### src/rtl/mem_arb_pkg.sv
// -----------------------------------------------------------------------------
// mem_arb_pkg
// Shared types for the IFU/LSU memory-port arbiter:
//   arb_state_e : sequencer states (IDLE, ISSUE, WAIT, FLUSH)
//   owner_e     : which requester owns the access in flight
//   mem_req_t   : the registered request driven onto the adapter port
//   wd_width()  : watchdog counter width for a given timeout
// -----------------------------------------------------------------------------
package mem_arb_pkg;

    localparam int ADDR_W = 32;
    localparam int DATA_W = 32;
    localparam int MASK_W = 4;

    typedef enum logic [1:0] {
        ST_IDLE  = 2'd0,
        ST_ISSUE = 2'd1,
        ST_WAIT  = 2'd2,
        ST_FLUSH = 2'd3
    } arb_state_e;

    typedef enum logic {
        OWN_IFU = 1'b0,
        OWN_LSU = 1'b1
    } owner_e;

    typedef struct packed {
        owner_e              owner;
        logic                we;
        logic [ADDR_W-1:0]   addr;
        logic [DATA_W-1:0]   din;
        logic [MASK_W-1:0]   mask;
    } mem_req_t;

    function automatic int wd_width(input int timeout_cycles);
        return $clog2(timeout_cycles);
    endfunction

endpackage

### src/rtl/mem_arb_watchdog.sv
// -----------------------------------------------------------------------------
// mem_arb_watchdog
// Counts cycles spent waiting for the adapter and flags expiry once the count
// reaches TIMEOUT_CYCLES-1. The count saturates at that value.
// Ports:
//   clk, rst_n  : clock, asynchronous active-low reset
//   i_clear     : restart the count at zero (has priority over i_enable)
//   i_enable    : advance the count by one this cycle
//   o_expire    : count has reached TIMEOUT_CYCLES-1
// -----------------------------------------------------------------------------
module mem_arb_watchdog
    import mem_arb_pkg::*;
#(
    parameter int TIMEOUT_CYCLES = 16
) (
    input  logic clk,
    input  logic rst_n,
    input  logic i_clear,
    input  logic i_enable,
    output logic o_expire
);

    localparam int                WD_W  = wd_width(TIMEOUT_CYCLES);
    localparam logic [WD_W-1:0]   LIMIT = WD_W'(TIMEOUT_CYCLES - 1);

    logic [WD_W-1:0] r_count;

    // NOTE: clocked state is always written with <= so every flop samples
    // the pre-edge values of its neighbours, independent of block order.
    always_ff @(posedge clk or negedge rst_n) begin
        if (!rst_n) begin
            r_count <= '0;
        end else if (i_clear) begin
            r_count <= '0;
        end else if (i_enable && !o_expire) begin
            r_count <= r_count + 1'b1;
        end
    end

    assign o_expire = (r_count == LIMIT);

endmodule

### src/rtl/mem_port_arbiter.sv
// -----------------------------------------------------------------------------
// mem_port_arbiter
// Shares one BRAM adapter port between the instruction-fetch unit (read only)
// and the load/store unit. A request is accepted in IDLE on req & gnt, the
// winning fields are registered onto the mem_* outputs, mem_en_o is pulsed in
// ISSUE, and the arbiter waits for mem_done_i. Completion is returned to the
// owner as a registered done pulse (plus read data on reads). A watchdog turns
// a hung access into a done+err pulse, after which FLUSH waits for the adapter
// to go idle.
// Ports:
//   clk, rst_n                      : clock, asynchronous active-low reset
//   ifu_req_i/ifu_addr_i            : IFU read request
//   ifu_gnt_o/done_o/err_o/rdata_o  : IFU grant, completion, error, read data
//   lsu_req_i/we_i/addr_i/wdata_i/mask_i : LSU request
//   lsu_gnt_o/done_o/err_o/rdata_o  : LSU grant, completion, error, read data
//   mem_en_o/we_o/addr_o/din_o/mask_o : adapter request
//   mem_dout_i/busy_i/done_i        : adapter response
// -----------------------------------------------------------------------------
module mem_port_arbiter
    import mem_arb_pkg::*;
#(
    parameter int TIMEOUT_CYCLES = 16,
    parameter bit RR_EN          = 1'b1
) (
    input  logic              clk,
    input  logic              rst_n,

    input  logic              ifu_req_i,
    input  logic [ADDR_W-1:0] ifu_addr_i,
    output logic              ifu_gnt_o,
    output logic              ifu_done_o,
    output logic              ifu_err_o,
    output logic [DATA_W-1:0] ifu_rdata_o,

    input  logic              lsu_req_i,
    input  logic              lsu_we_i,
    input  logic [ADDR_W-1:0] lsu_addr_i,
    input  logic [DATA_W-1:0] lsu_wdata_i,
    input  logic [MASK_W-1:0] lsu_mask_i,
    output logic              lsu_gnt_o,
    output logic              lsu_done_o,
    output logic              lsu_err_o,
    output logic [DATA_W-1:0] lsu_rdata_o,

    output logic              mem_en_o,
    output logic              mem_we_o,
    output logic [ADDR_W-1:0] mem_addr_o,
    output logic [DATA_W-1:0] mem_din_o,
    output logic [MASK_W-1:0] mem_mask_o,
    input  logic [DATA_W-1:0] mem_dout_i,
    input  logic              mem_busy_i,
    input  logic              mem_done_i
);

    arb_state_e        r_state;
    arb_state_e        w_state_nxt;
    owner_e            r_last;
    mem_req_t          r_req;
    mem_req_t          w_req_sel;

    logic              w_idle;
    logic              w_pick_lsu;
    logic              w_accept;
    logic              w_complete;
    logic              w_timeout;
    logic              w_wd_clear;
    logic              w_wd_enable;
    logic              w_wd_expire;

    logic              r_ifu_done;
    logic              r_ifu_err;
    logic [DATA_W-1:0] r_ifu_rdata;
    logic              r_lsu_done;
    logic              r_lsu_err;
    logic [DATA_W-1:0] r_lsu_rdata;

    // ---------------------------------------------------------------- arbiter
    // The LSU wins when it is alone, when fixed priority is selected, or when
    // the IFU was the last port served.
    always_comb begin
        w_idle     = (r_state == ST_IDLE);
        w_pick_lsu = lsu_req_i && (!ifu_req_i || !RR_EN || (r_last == OWN_IFU));
        w_accept   = w_idle && (ifu_req_i || lsu_req_i);

        w_req_sel = '0;
        if (w_pick_lsu) begin
            w_req_sel.owner = OWN_LSU;
            w_req_sel.we    = lsu_we_i;
            w_req_sel.addr  = lsu_addr_i;
            w_req_sel.din   = lsu_wdata_i;
            w_req_sel.mask  = lsu_we_i ? lsu_mask_i : '0;
        end else begin
            w_req_sel.owner = OWN_IFU;
            w_req_sel.addr  = ifu_addr_i;
        end
    end

    // Grants are combinational; gating with rst_n keeps them low while the
    // block is held in reset.
    assign ifu_gnt_o = rst_n && w_idle && ifu_req_i && !w_pick_lsu;
    assign lsu_gnt_o = rst_n && w_idle && w_pick_lsu;

    // -------------------------------------------------------------- sequencer
    always_ff @(posedge clk or negedge rst_n) begin
        if (!rst_n) begin
            r_state <= ST_IDLE;
        end else begin
            r_state <= w_state_nxt;
        end
    end

    // NOTE: every signal written here gets a default before the case, so no
    // path leaves one unassigned and no latch is inferred.
    always_comb begin
        w_state_nxt = r_state;
        w_complete  = 1'b0;
        w_timeout   = 1'b0;
        case (r_state)
            ST_IDLE: begin
                if (w_accept) w_state_nxt = ST_ISSUE;
            end
            ST_ISSUE: begin
                // Only leaves once the enable has actually been presented.
                if (!mem_busy_i) w_state_nxt = ST_WAIT;
            end
            ST_WAIT: begin
                // done has priority over a watchdog expiring the same cycle.
                if (mem_done_i) begin
                    w_complete  = 1'b1;
                    w_state_nxt = ST_IDLE;
                end else if (w_wd_expire) begin
                    w_timeout   = 1'b1;
                    w_state_nxt = ST_FLUSH;
                end
            end
            ST_FLUSH: begin
                if (!mem_busy_i && !mem_done_i) w_state_nxt = ST_IDLE;
            end
            default: w_state_nxt = ST_IDLE;
        endcase
    end

    assign w_wd_clear  = (r_state == ST_ISSUE);
    assign w_wd_enable = (r_state == ST_WAIT) && !mem_done_i;

    mem_arb_watchdog #(
        .TIMEOUT_CYCLES (TIMEOUT_CYCLES)
    ) u_watchdog (
        .clk      (clk),
        .rst_n    (rst_n),
        .i_clear  (w_wd_clear),
        .i_enable (w_wd_enable),
        .o_expire (w_wd_expire)
    );

    // --------------------------------------------------------------- datapath
    // r_req is only reloaded on accept, so the adapter inputs stay stable
    // through the adapter's whole access including its DONE phase.
    always_ff @(posedge clk or negedge rst_n) begin
        if (!rst_n) begin
            r_req       <= '0;
            r_last      <= OWN_IFU;
            r_ifu_done  <= 1'b0;
            r_ifu_err   <= 1'b0;
            r_ifu_rdata <= '0;
            r_lsu_done  <= 1'b0;
            r_lsu_err   <= 1'b0;
            r_lsu_rdata <= '0;
        end else begin
            if (w_accept) r_req <= w_req_sel;

            r_ifu_done <= (w_complete || w_timeout) && (r_req.owner == OWN_IFU);
            r_lsu_done <= (w_complete || w_timeout) && (r_req.owner == OWN_LSU);
            r_ifu_err  <= w_timeout && (r_req.owner == OWN_IFU);
            r_lsu_err  <= w_timeout && (r_req.owner == OWN_LSU);

            if (w_complete) begin
                r_last <= r_req.owner;
                if (!r_req.we) begin
                    if (r_req.owner == OWN_LSU) r_lsu_rdata <= mem_dout_i;
                    else                        r_ifu_rdata <= mem_dout_i;
                end
            end else if (w_timeout) begin
                if (r_req.owner == OWN_LSU) r_lsu_rdata <= '0;
                else                        r_ifu_rdata <= '0;
            end
        end
    end

    assign ifu_done_o  = r_ifu_done;
    assign ifu_err_o   = r_ifu_err;
    assign ifu_rdata_o = r_ifu_rdata;
    assign lsu_done_o  = r_lsu_done;
    assign lsu_err_o   = r_lsu_err;
    assign lsu_rdata_o = r_lsu_rdata;

    assign mem_en_o   = (r_state == ST_ISSUE) && !mem_busy_i;
    assign mem_we_o   = r_req.we;
    assign mem_addr_o = r_req.addr;
    assign mem_din_o  = r_req.din;
    assign mem_mask_o = r_req.mask;

endmodule

### config.mk
export PLATFORM = sky130hd
export DESIGN_NAME = mem_port_arbiter
export DESIGN_NICKNAME = d
export VERILOG_FILES = /design/src/rtl/mem_arb_pkg.sv /design/src/rtl/mem_arb_watchdog.sv /design/src/rtl/mem_port_arbiter.sv
export SDC_FILE = /design/constraint.sdc
export NUM_CORES = 1
export LEC_CHECK = 0
export ABC_AREA = 1
export ABC_CLOCK_PERIOD_IN_PS = 2130
export BUFFER_PORTS_ARGS = -buffer_cell sky130_fd_sc_hd__buf_2
export CORE_MARGIN = 2
export CORE_UTILIZATION = 49
export CTS_CLUSTER_SIZE = 8
export DETAILED_ROUTE_END_ITERATION = 12
export PLACE_DENSITY = 0.82
export SYNTH_ARGS = -nofsm -noshare
export SYNTH_HDL_FRONTEND = slang
export SYNTH_HIERARCHICAL = 1
export SYNTH_SLANG_ARGS = --single-unit
### constraint.sdc
create_clock -name clk -period 2.13 [get_ports clk]
set_input_delay 0.3195 -clock clk [delete_from_list [all_inputs] [get_ports clk]]
set_output_delay 0.3195 -clock clk [all_outputs]
set_load 0.01 [all_outputs]
==> reports/metrics.cfg <==
[status]
status = complete, no violations

[worst_setup_path]
start_kind = flop
worst_ep_required_time_ns = 2.48
worstPathMaxFanout = 33
critPathSlowestCell = nor2_4
cp-end-kind = flop
crit_top_cell = nand3_1
path_buf_inv = 1
r2r_cells = 7
cp_cell_sequence = ha_1, nand3_1, inv_1, o21ai_2, nor2_4, nand3_1, nand2_1
rrSetupSlack_ns = 0.23
reg2reg_to = lsu_rdata_o[18]
critical_path_class = reg2reg
critPathTopFamily = simple AND/OR/NAND/NOR gates
cpPeakStageDelay_ns = 0.58
rr_startpoint = u_watchdog/r_count[0]
critPathLaunch = u_watchdog/r_count[0]
crit_arrival_ns = 2.25

[power]
finalPower_mw = 11.7
power.density_nw_per_um2 = 1360
max-vdd-ir-drop_mv = 0.595
power.leakage_nw = 5.36

[final_layout]
area_growth_pct = 24.2
fin_cells = 1253
layout-drive-gt1-share_pct = 31.1
final_common_cell = nand2_1
fin_area_um2 = 8620
final_util_pct = 62.1
mostFrequentLayoutCells = 354 x nand2_1, 277 x buf_2, 145 x dfrtp_1
fill_cells = 1217
num-nets-final = 1199

[drt]
drt_iter0_drc = 436
dr_total_vias = 6032
viasPerCell = 4.81
drc_errors = 0
dr.pass1.iters = 5
wl_per_cell_um = 13.7
wirelength_um = 17200
ant_nets = 0

[timing]
period_minus_slack_ns = 1.90
min_period_over_period_pct = 89.2
slew_violations = 0
rsz0062_at_grt = no
max_slew_margin_pct = 24.4
fin_tns_setup_ns = 0
worst_hold_slack_ns = 0.102
finalHoldViolCount = 0
fmax_mhz = 526
fin_skew_ns = 0.0115
setup_viol = 0
tightest_slew_ns = 1.13
fin_ws_ns = 0.230

[synthesis]
synthesis.nets = 1002
synth_cell_types = 20
netlist_instances = 862
ys.warnings.count = 6
syn-cell-area_um2 = 6940
ys_ff_latch = 145
yosysSeqAreaShare_pct = 52.3
syn_area_per_cell_um2 = 8.05

[placed_design]
dpl.hpwl_um = 11900
pre_cts_ws_ns = 0.259
io_buffer_count = 278
placedCellCount = 1219
placed_area_um2 = 7930
place.gp.congestion = 0.798

[grt]
antenna_found_initial = 0
grt_use_met2_pct = 38.8
grt_pass1_vias = 5676
grt_util_met1_pct = 28.0
track_usage_pct = 23.0
met3_usage_pct = 6.46
grt_max_degree = 125
grt_pass1_wl_um = 27200
busiest_layer = met2
gr-total-overflow = 0

[floorplan]
rows = 43
die_area_um2 = 15100
core_region_area_um2 = 13900
fp.dieW_um = 123
io_pins = 279
die_h_um = 123
start_util_pct = 50.0

[clock_tree]
hold_buffers = 1
ctsHtreeMaxLevel = 4
clk_pin_slew_ns = 0.06
cts_resized = 0
cts_sinks = 145
worstSkewPairLatency_ns = 0.41
cts_buffers = 17
cts_root_buf = clkbuf_16
clock_path_buffers = 2
cts_tree = yes
cts_setup_buffers = 0

[min_path]
hold_end = mem_din_o[20]
whs_path_depth = 3
min-delay-start = lsu_wdata_i[20]
hold_class = in2reg

[job]
drv_cap = 0

final cells by class:
class                   count  area, um2  area share, %
well taps                 180        225           2.61
inverters                  81        304           3.53
repair buffers            289       1510           17.5
clock buffers              20        447           5.18
diodes                      1       2.50         0.0290
flip-flops and latches    145       3630           42.1
multi-input cells         525       2280           26.4
clock inverters            12        229           2.66
synth_stat cells:
| cell type | count | area [um2] |
|---|---|---|
| nor2_1 | 41 | 154 |
| xor2_1 | 1 | 8.76 |
| ha_1 | 1 | 12.5 |
| o21ai_0 | 3 | 15.0 |
| buf_4 | 75 | 563 |
| buf_1 | 1 | 3.75 |
| nand2_1 | 355 | 1330 |
| o211ai_1 | 32 | 240 |
| nand2_2 | 2 | 12.5 |
| inv_1 | 76 | 285 |
| a21oi_1 | 2 | 10.0 |
| buf_2 | 32 | 160 |
| nand4_1 | 4 | 25.0 |
| nor2_4 | 4 | 45.0 |
| dfrtp_1 | 145 | 3630 |
| a21oi_4 | 1 | 16.3 |
| nand3_1 | 78 | 390 |
| clkbuf_1 | 3 | 11.3 |
| inv_2 | 5 | 18.8 |
| o21ai_2 | 1 | 8.76 |
flip-flops by register name, indices dropped and copies added, names as in the netlist:
name,cells
ifu_done_o,1
ifu_err_o,1
ifu_rdata_o,32
lsu_done_o,1
lsu_err_o,1
lsu_rdata_o,32
mem_addr_o,32
mem_din_o,32
mem_mask_o,4
mem_we_o,1
r_last,1
r_req,1
r_state,2
u_watchdog/r_count,4
logic make-up (layout without fill, tap and decap cells):
kind of cell               count (synthesis)  in the layout  synth area share (%)
and+or+nand+nor                          484            484                  28.2
DFF                                      145            145                  52.3
other                                      0              1                     0
adders and majority gates                  1              1                 0.180
AOI/OAI and AO/OA                         39             39                  4.18
xor gates and xnor gates                   1              1                 0.126
buffers and inverters                    192            402                  15.0
power by group:
| part | leakage, nW | switching [mW] | total, mW | internal [mW] |
|---|---|---|---|---|
| clock | 0.329 | 1.15 | 3.39 | 2.24 |
| sequential | 1.91 | 0.612 | 4.40 | 3.79 |
| combinational | 3.12 | 2.45 | 3.92 | 1.47 |
| total | 5.36 | 4.21 | 11.7 | 7.50 |
worst max-delay path by stage:
stage / to / slack [ns] / cells past startpoint
after global routing: ifu_rdata_o[26] / 0.08 / 7
after CTS: lsu_gnt_o / 0.18 / 6
after global placement: ifu_rdata_o[3] / 0.34 / 7
final: lsu_rdata_o[18] / 0.23 / 7
after floorplan: ifu_rdata_o[1] / 0.63 / 9
after detailed placement: ifu_rdata_o[4] / 0.26 / 7
tightest hold or removal path: cells and delay by family:
kind / cells / cell delay, ns
buffers and inverters: 1 / 0.07
and+or+nand+nor: 2 / 0.09
routing by layer:
| layer | wire length (um) | share of wire, % |
|---|---|---|
| met1 | 6970 | 40 |
| met2 | 8610 | 50 |
| met3 | 1390 | 8.1 |
| met4 | 246 | 1.4 |
| met5 | 0 | 0 |
(Power assumes the default switching activity.)
